===== src/rtl/rom_server.sv =====
// Four-line direct-mapped byte cache in front of a 32-bit backing memory.
// A hit acks one cycle after sampling and a miss acks the cycle after memack; romreq/memreq are held levels.
module rom_server (
  input  logic        clk,
  input  logic        resetn,
  input  logic        init,
  input  logic [21:0] romaddr,
  input  logic        romreq,
  output logic        romack,
  output logic [7:0]  romdata,
  output logic [19:0] memaddr,
  output logic        memreq,
  input  logic        memack,
  input  logic [31:0] memrdata,
  output logic [15:0] hitcnt,
  output logic [15:0] misscnt
);

  typedef enum logic [1:0] {IDLE, FETCH, ACK, GAP} state_t;

  state_t      state_q, state_d;
  logic        romack_q, romack_d;
  logic [7:0]  romdata_q, romdata_d;
  logic [19:0] memaddr_q, memaddr_d;
  logic        memreq_q, memreq_d;
  logic [15:0] hitcnt_q, hitcnt_d;
  logic [15:0] misscnt_q, misscnt_d;
  logic [21:0] addr_q, addr_d;
  logic [3:0]  valid_q, valid_d;
  logic [17:0] tag_q  [4];
  logic [17:0] tag_d  [4];
  logic [31:0] line_q [4];
  logic [31:0] line_d [4];

  logic [1:0]  lk_idx;
  logic [1:0]  fill_idx;
  logic        lk_hit;

  function automatic logic [7:0] byte_sel(input logic [31:0] w, input logic [1:0] s);
    return w[8*s +: 8];
  endfunction

  assign lk_idx   = romaddr[3:2];
  assign fill_idx = addr_q[3:2];
  assign lk_hit   = valid_q[lk_idx] && (tag_q[lk_idx] == romaddr[21:4]) && !init;

  always_comb begin
    state_d   = state_q;
    romack_d  = romack_q;
    romdata_d = romdata_q;
    memaddr_d = memaddr_q;
    memreq_d  = memreq_q;
    hitcnt_d  = hitcnt_q;
    misscnt_d = misscnt_q;
    addr_d    = addr_q;
    valid_d   = valid_q;
    tag_d     = tag_q;
    line_d    = line_q;

    case (state_q)
      IDLE: begin
        if (romreq) begin
          addr_d = romaddr;
          if (lk_hit) begin
            romdata_d = byte_sel(line_q[lk_idx], romaddr[1:0]);
            hitcnt_d  = (hitcnt_q == 16'hFFFF) ? hitcnt_q : hitcnt_q + 16'd1;
            romack_d  = 1'b1;
            state_d   = ACK;
          end else begin
            memaddr_d = romaddr[21:2];
            memreq_d  = 1'b1;
            misscnt_d = (misscnt_q == 16'hFFFF) ? misscnt_q : misscnt_q + 16'd1;
            state_d   = FETCH;
          end
        end
      end
      FETCH: begin
        if (memack) begin
          memreq_d          = 1'b0;
          line_d[fill_idx]  = memrdata;
          tag_d[fill_idx]   = addr_q[21:4];
          valid_d[fill_idx] = 1'b1;
          romdata_d         = byte_sel(memrdata, addr_q[1:0]);
          romack_d          = 1'b1;
          state_d           = ACK;
        end
      end
      ACK: begin
        romack_d = 1'b0;
        state_d  = GAP;
      end
      default: begin
        state_d = IDLE;
      end
    endcase

    // init overrides any fill this cycle, so a line filled under init stays invalid
    if (init) valid_d = 4'b0000;
  end

  always_ff @(posedge clk or negedge resetn) begin
    if (!resetn) begin
      state_q   <= IDLE;
      romack_q  <= 1'b0;
      romdata_q <= 8'h00;
      memaddr_q <= 20'h00000;
      memreq_q  <= 1'b0;
      hitcnt_q  <= 16'h0000;
      misscnt_q <= 16'h0000;
      addr_q    <= 22'h000000;
      valid_q   <= 4'b0000;
      tag_q     <= '{default: '0};
      line_q    <= '{default: '0};
    end else begin
      state_q   <= state_d;
      romack_q  <= romack_d;
      romdata_q <= romdata_d;
      memaddr_q <= memaddr_d;
      memreq_q  <= memreq_d;
      hitcnt_q  <= hitcnt_d;
      misscnt_q <= misscnt_d;
      addr_q    <= addr_d;
      valid_q   <= valid_d;
      tag_q     <= tag_d;
      line_q    <= line_d;
    end
  end

  assign romack  = romack_q;
  assign romdata = romdata_q;
  assign memaddr = memaddr_q;
  assign memreq  = memreq_q;
  assign hitcnt  = hitcnt_q;
  assign misscnt = misscnt_q;

endmodule

===== config.mk =====
export PLATFORM = sky130hd
export DESIGN_NAME = rom_server
export DESIGN_NICKNAME = d
export VERILOG_FILES = /design/src/rtl/rom_server.sv
export SDC_FILE = /design/constraint.sdc
export NUM_CORES = 1
export LEC_CHECK = 0
export BUFFER_PORTS_ARGS = -buffer_cell sky130_fd_sc_hd__buf_2
export CORE_UTILIZATION = 45
export CTS_CLUSTER_SIZE = 12
export DETAILED_ROUTE_END_ITERATION = 10
export PLACE_DENSITY = 0.71
export SYNTH_ARGS = -nofsm -noshare
export SYNTH_HDL_FRONTEND = slang
export SYNTH_SLANG_ARGS = --single-unit

===== constraint.sdc =====
create_clock -name clk -period 2.85 [get_ports clk]
set_input_delay 0.4275 -clock clk [delete_from_list [all_inputs] [get_ports clk]]
set_output_delay 0.4275 -clock clk [all_outputs]
set_load 0.02 [all_outputs]

==> results of run 1 <==
[area by class of cell]
| cell class | instances | area share (%) |
|---|---|---|
| flip-flops and latches | 290 | 45.7 |
| clock buffers | 48 | 5.86 |
| inverters | 10 | 0.237 |
| clock inverters | 6 | 0.773 |
| repair buffers | 167 | 6.81 |
| diodes | 4 | 0.0631 |
| well taps | 390 | 3.08 |
| multi-input cells | 599 | 37.4 |
[kinds of logic after synthesis]
| logic type | after synthesis |
|---|---|
| buf+inv | 64 |
| compound gates | 33 |
| fa+ha+maj | 6 |
| flops | 290 |
| xor+xnor | 45 |
| simple gates | 205 |
| mux | 310 |
[power by group]
group          switching, mW  internal, mW  total [mW]
registers               1.00          5.79        6.79
logic                   2.05          2.75        4.80
clock network           1.61          2.50        4.11
total                   4.66          11.0        15.7
[state kept, by name, summed over array words and instances (netlist names), 4 cells and up]
register  flops
line_q      128
tag_q        72
addr_q       22
memaddr      20
hitcnt       16
misscnt      16
romdata       8
valid_q       4
[repair_timing]
action	in CTS	in global routing
gates resized for setup	0	0
endpoints found under the hold margin	83	0
hold buffers	1	0
[routing by layer]
metal  wire length, um  share of wire [%]  vias to the layer above  track usage, %
li1                  -                  -                     3746               -
met1             13200                 45                     4372            26.8
met2             14300                 49                      161            32.7
met3              1310                4.5                       35            3.53
met4               392                1.3                        2            4.28
met5                 9              0.031                        -               0
[synth_stat cells (all sizes together), types with 3 or more instances]
library cell | number | area, um^2
dfrtp | 290 | 7260
nand3 | 20 | 100
mux2 | 235 | 2750
a21oi | 10 | 50.1
ha | 6 | 75.1
and3 | 7 | 43.8
and2 | 6 | 40.0
o31ai | 3 | 36.3
nor2 | 14 | 52.6
inv | 10 | 37.5
clkbuf | 32 | 120
nor3 | 13 | 70.1
buf | 22 | 160
xor2 | 21 | 184
mux2i | 18 | 180
nand2 | 113 | 424
and4 | 4 | 35.0
nand4 | 11 | 83.8
mux4 | 57 | 1280
nand2b | 5 | 31.3
nor4 | 5 | 50.1
xnor2 | 24 | 210
[worst paths after layout]
path                                            to  slack (ns)  cells past startpoint
setup / recovery             hitcnt[9]$_DFFE_PN0P_        0.30                      9
hold / removal              valid_q[2]$_DFFE_PN0P_        0.12                      2
setup reg to reg             hitcnt[9]$_DFFE_PN0P_        0.30                      9
hold reg to reg             misscnt[8]$_DFFE_PN0P_        0.49                      1
max in group asynchronous  line_q[120]$_DFFE_PN0P_        1.57                      3
min in group asynchronous    hitcnt[3]$_DFFE_PN0P_        0.45                      2
[stage by stage]
| stage | hold WS (ns) | power [mW] | utilization, % | cell area (um^2) | worst slack, ns |
|---|---|---|---|---|---|
| 2_1_floorplan | 0.132 | 10.2 | - | 13500 | 0.293 |
| 3_3_place_gp | 0.469 | 11.5 | 50.0 | 14800 | -0.0538 |
| 3_5_place_dp | 0.477 | 11.7 | 50.0 | 14800 | -0.0974 |
| 4_1_cts | 0.0987 | 15.9 | 53.6 | 15900 | 0.265 |
| 5_1_grt | 0.103 | 16.6 | 53.6 | 15900 | 0.152 |
| 6_report | 0.116 | 15.7 | 53.7 | 15900 | 0.296 |
==> impl_summary.txt, run 1 <==
----------------------------------------------------
[Status]
  Result of the run ... finished, final reports clean

[Die]
  Die Y-Extent ... 175 um
  Die area ... 30,700 um^2
  Row count ... 63
  Effective utilization at floorplan ... 45.7%
  Overall die width ... 175 um
  Boundary pin count ... 121
  Std-Cell Core Area ... 29,600 um^2

[Synth]
  Combinational family with the most area after synthesis ... multiplexers
  Synth async-reset ratio ... 100%
  Post-Syn Nets ... 1,018
  Post-synthesis average cell area ... 14.2 um^2
  Cell variety after synth ... 53
  Yosys warning count ... 0
  Parity-gate share of the synthesized area counting xor and xnor cells ... 2.92%
  Area fraction in and, or, nand and nor cells after synthesis ... 7.30%
  Part of the Yosys area used for sequential elements ... 53.7%
  Register bit total from synthesis ... 290
  Share of the synthesized area in compound gates (AO/OA/AOI/OAI) ... 1.97%
  Count of flip-flops with a built-in enable after synthesis ... 0
  Area of the mapped netlist ... 13,500 um^2
  Synthesized netlist cell count ... 953
  Dominant synthesized flop cell ... dfrtp_1
  Adder-cell share of the synthesized area ... 0.556%
  Multiplexer share of the synthesized area ... 31.2%

[Worst setup path]
  Critical-path cell list ... mux4_2, xnor2_1, and4_1, and4_1, nand4_4, buf_4, buf_12, nor4_2, xor2_1
  Start of the worst register-to-register path ... tag_q[4]$_DFFE_PN0P_
  Sort of element at the end of the critical path ... flip-flop
  Buffer and inverter count on the worst path ... 2
  Critical path origin ... tag_q[4]$_DFFE_PN0P_
  Crit path kind ... reg -> reg
  WP data required ... 3.34 ns
  Slowest cell on the critical path ... mux4_2
  Data arrival at the endpoint of the critical path ... 3.04 ns
  Cell type group with the largest total delay on the critical path ... simple AND/OR/NAND/NOR gates
  CP max stage delay ... 0.47 ns
  Peak fanout along the critical path ... 9
  Kind of launch point of the worst setup path ... flip-flop
  Most frequent cell on the critical path ... and4_1

[Finish]
  Layout filler cell count ... 2,422
  Final Net Count ... 1,164
  Share of cells above drive strength 1 ... 45.3%
  Commonest cells after routing, fill and taps aside ... dfrtp_1 (290), mux2_2 (201), buf_2 (118)
  Number of standard cells in the final layout excluding fillers ... 1,514
  FF+latch area ... 7260 um^2
  Multi-input gate area ... 5940 um^2
  Leading cell type in the layout, fill and taps excluded ... dfrtp_1
  Area Growth Syn to Fin ... 17.5%

[CTS]
  # H-tree levels ... 1
  Number of buffers inserted by post-CTS setup repair ... 0
  CTS tree ... built
  CTS Buffer Depth ... 3
  Clock slew at the register clock pins of the worst setup and hold paths ... 0.06 ns
  Clock sink count ... 290
  Root cell of the clock tree ... clkbuf_16
  Insertion delay to the later sink of the worst-skew pair ... 0.57 ns
  Clock buffers created by TritonCTS ... 31

[Power and ir drop]
  Reported leakage power ... 7.41 nW
  Worst VDD drop ... 0.000518 V
  Pwr Density ... 990 nW/um^2

[Route]
  Per-cell via count in the routed design ... 5.49
  Average wire per standard cell ... 19.3 um
  Vias after detailed routing ... 8,316
  DRT antenna net count ... 0
  # DRC ... 0
  Detailed-route wire length ... 29,200 um
  Violation count after the first detailed-routing iteration ... 419
  First-pass iteration count of the detailed router ... 6

[Global routing]
  Largest net degree at the start of global routing ... 89
  Antenna violations before repair ... 4
  Sum of overflow across all layers after global routing ... 0
  First-pass GRT wire length ... 47,500 um
  Vias in the first global route ... 8,624
  GRT Overall Usage ... 19.6%

[Worst hold path]
  Worst Hold Class ... in -> reg
  Origin of the worst min-delay path ... init

[STA]
  Worst clock skew ... 0.0210 ns
  Final worst-path cycle share ... 89.6%
  Slew Limit Headroom ... 49.8%
  Maximum frequency from static timing analysis ... 0.392 GHz
  Post-Route Setup TNS ... 0 ns
  Worst-margin pin slew ... 0.754 ns
  Number of setup violations in the final report ... 0
  Shortest period the worst path allows ... 2.55 ns
  RSZ-0062 raised after global routing ... no
  Final-report max-slew violation count ... 0
  Final hold viol count ... 0

[Placement]
  Gpl congestion ... 0.762
  Post-detailed-placement half-perimeter wirelength ... 19,400 um
  Cells after DPL ... 1,455
  Count of buffers from port buffering ... 120

[Run]
  Max Cap Violations ... 0

----------------------------------------------------
(Power assumes the default switching activity.)
==> run 2, diff against run 1 <==
--- a/config.mk
+++ b/config.mk
@@ -5,6 +5,7 @@
 export SDC_FILE = /design/constraint.sdc
 export NUM_CORES = 1
 export LEC_CHECK = 0
+export ABC_AREA = 1
 export BUFFER_PORTS_ARGS = -buffer_cell sky130_fd_sc_hd__buf_2
 export CORE_UTILIZATION = 45
 export CTS_CLUSTER_SIZE = 12
==> impl_summary.txt, run 2 <==
----------------------------------------------------
[Status]
  Result of the run ... finished, final reports clean

[CTS]
  # H-tree levels ... 1
  CTS tree ... built
  Insertion delay to the later sink of the worst-skew pair ... 0.57 ns
  Post-cts resize count ... 0
  Root cell of the clock tree ... clkbuf_16
  Number of buffers inserted by post-CTS setup repair ... 0
  Hold buffer count at cts ... 1
  Clock sink count ... 290
  CTS Buffer Depth ... 3
  Clock slew at the register clock pins of the worst setup and hold paths ... 0.06 ns
  Clock buffers created by TritonCTS ... 31

[Die]
  Std-Cell Core Area ... 29,600 um^2
  Row count ... 63
  Boundary pin count ... 121
  Die area ... 30,700 um^2
  Effective utilization at floorplan ... 45.6%
  Overall die width ... 175 um
  Die Y-Extent ... 175 um

[STA]
  Hold Slack ... 0.111 ns
  Maximum frequency from static timing analysis ... 0.460 GHz
  Final-report max-slew violation count ... 0
  RSZ-0062 raised after global routing ... no
  Number of setup violations in the final report ... 0
  Post-Route Setup TNS ... 0 ns
  Final worst-path cycle share ... 76.3%
  Slew Limit Headroom ... 34.9%
  Worst-margin pin slew ... 0.977 ns
  Worst clock skew ... 0.0252 ns
  Final hold viol count ... 0
  Shortest period the worst path allows ... 2.17 ns

[Synth]
  Area of the mapped netlist ... 13,500 um^2
  Part of the Yosys area used for sequential elements ... 53.8%
  Share of Yosys cell area claimed by the top area cell type ... 53.8%
  Synth async-reset ratio ... 100%
  Yosys warning count ... 0
  Most instantiated cells after synthesis ... nand2_1 (493), o21ai_0 (332), dfrtp_1 (290)
  Count of flip-flops with a built-in enable after synthesis ... 0
  Ranking of synthesized cells by area ... dfrtp_1 (54%), nand2_1 (14%), o21ai_0 (12%)
  Register bit total from synthesis ... 290
  Cell variety after synth ... 31
  Dominant synthesized flop cell ... dfrtp_1
  Post-synthesis average cell area ... 8.05 um^2
  Post-Syn Nets ... 1,740
  Leading area contributor after synthesis ... dfrtp_1
  Synthesized netlist cell count ... 1,675
  Most common cell in the netlist ... nand2_1

[Power and ir drop]
  Pwr Density ... 957 nW/um^2
  Reported leakage power ... 7.62 nW
  Worst VDD drop ... 0.000645 V

[Finish]
  Layout filler cell count ... 2,810
  Post-route standard cell area excluding fillers ... 15,500 um^2
  Final Net Count ... 1,824
  Register with the most flip-flops ... line_q
  Number of flip-flops in the largest register ... 128
  Largest registers ranked by flip-flop count ... line_q x128, tag_q x72, addr_q x22
  Commonest cells after routing, fill and taps aside ... nand2_1 (491), o21ai_0 (332), dfrtp_1 (290)
  Leading cell type in the layout, fill and taps excluded ... nand2_1
  Area Growth Syn to Fin ... 15.2%
  Share of cells above drive strength 1 ... 12.0%
  Final core utilization ... 52.6%

[Route]
  Vias after detailed routing ... 11,800
  DRT antenna net count ... 0
  Average wire per standard cell ... 16.4 um
  First-pass iteration count of the detailed router ... 5
  # DRC ... 0
  Violation count after the first detailed-routing iteration ... 1,240
  Detailed-route wire length ... 35,500 um
  Per-cell via count in the routed design ... 5.44

[Placement]
  Post-detailed-placement half-perimeter wirelength ... 23,000 um
  Gpl congestion ... 0.857
  Count of buffers from port buffering ... 120
  Cell area after placement ... 14,500 um^2

[Worst setup path]
  Reg-to-reg endpoint ... line_q[119]$_DFFE_PN0P_
  Peak fanout along the critical path ... 64
  Worst setup slack for register-to-register paths ... 0.68 ns
  Start of the worst register-to-register path ... state_q[1]$_DFFE_PN0P_
  Kind of launch point of the worst setup path ... flip-flop
  WP data required ... 3.29 ns
  Sort of element at the end of the critical path ... flip-flop
  Data arrival at the endpoint of the critical path ... 2.62 ns
  Crit path kind ... reg -> reg
  Critical path origin ... state_q[1]$_DFFE_PN0P_
  Crit path to ... line_q[119]$_DFFE_PN0P_
  Cells on worst reg2reg path ... 8

[Global routing]
  Most utilized layer in the global route result ... met2
  Global routing usage on met3 ... 2.85%
  Antenna violations before repair ... 1
  Largest net degree at the start of global routing ... 102
  Met2 layer usage reported by global route ... 38.3%
  Met1 track utilization from global routing ... 32.5%
  Sum of overflow across all layers after global routing ... 0
  First-pass GRT wire length ... 58,400 um
  GRT Overall Usage ... 23.5%
  Vias in the first global route ... 11,200

[Worst hold path]
  Worst Hold Class ... in -> reg

[Run]
  Max Cap Violations ... 0

----------------------------------------------------
[run 2: cell count changes after synthesis, moves of 27 or more]
cell	delta
clkbuf_1	+45
inv_1	+99
mux2_2	-201
mux2_4	-27
mux4_2	-57
nand2_1	+380
nand3_1	+76
nor2_1	+86
o21ai_0	+330
o22ai_1	+32
[run 2: final cells by class]
type	count	area, um^2	share of cell area (%)
Sequential cell	290	7260	46.7
Multi-Input combinational cell	1171	5400	34.8
Timing Repair Buffer	150	976	6.28
Clock buffer	46	942	6.06
Tap cell	390	488	3.14
Inverter	115	432	2.78
Clock inverter	7	41.3	0.266
Antenna cell	1	2.50	0.0161
[run 2: critical path: stages, from the launching register on]
cell,delay [ns]
dfrtp_1,0.42
inv_1,0.11
ha_1,0.19
nand2_1,0.06
inv_1,0.19
nand2_2,0.47
buf_12,0.39
nand2_1,0.10
o21ai_0,0.08
[run 2: logic make-up after synthesis]
| logic type | Yosys count | share of synthesized area [%] |
|---|---|---|
| simple gates | 725 | 21.8 |
| compound gates | 414 | 15.8 |
| flops | 290 | 53.8 |
| buf+inv | 214 | 6.40 |
| xor+xnor | 26 | 1.69 |
| fa+ha+maj | 6 | 0.556 |
[run 2: stage by stage]
stage	cells	power, mW	worst slack, ns
after floorplan	1675	9.58	0.771
after global placement	2115	10.8	0.300
after detailed placement	2115	11.0	0.252
after CTS	2169	15.0	0.666
after global routing	2170	16.0	0.373
final	2170	14.9	0.675
[run 2: worst min path at each step]
stage	start	end	cells after the start
finish	init	valid_q[2]$_DFFE_PN0P_	2
global route	init	valid_q[0]$_DFFE_PN0P_	2
CTS	init	valid_q[2]$_DFFE_PN0P_	2
detailed placement	resetn	memaddr[7]$_DFFE_PN0P_	1
global placement	line_q[94]$_DFFE_PN0P_	line_q[94]$_DFFE_PN0P_	2
floorplan	resetn	addr_q[0]$_DFFE_PN0P_	0
[run 2: metal layers]
metal,part of all wire (%),vias up
li1,-,5647
met5,0,-
met4,3.0,0
met1,44,5662
met3,6.0,76
met2,47,421
[run 2: power breakdown]
| group | leakage, nW | internal [mW] | switching (mW) |
|---|---|---|---|
| registers | 3.70 | 5.76 | 0.940 |
| logic | 3.43 | 1.53 | 2.76 |
| clock network | 0.490 | 2.26 | 1.62 |
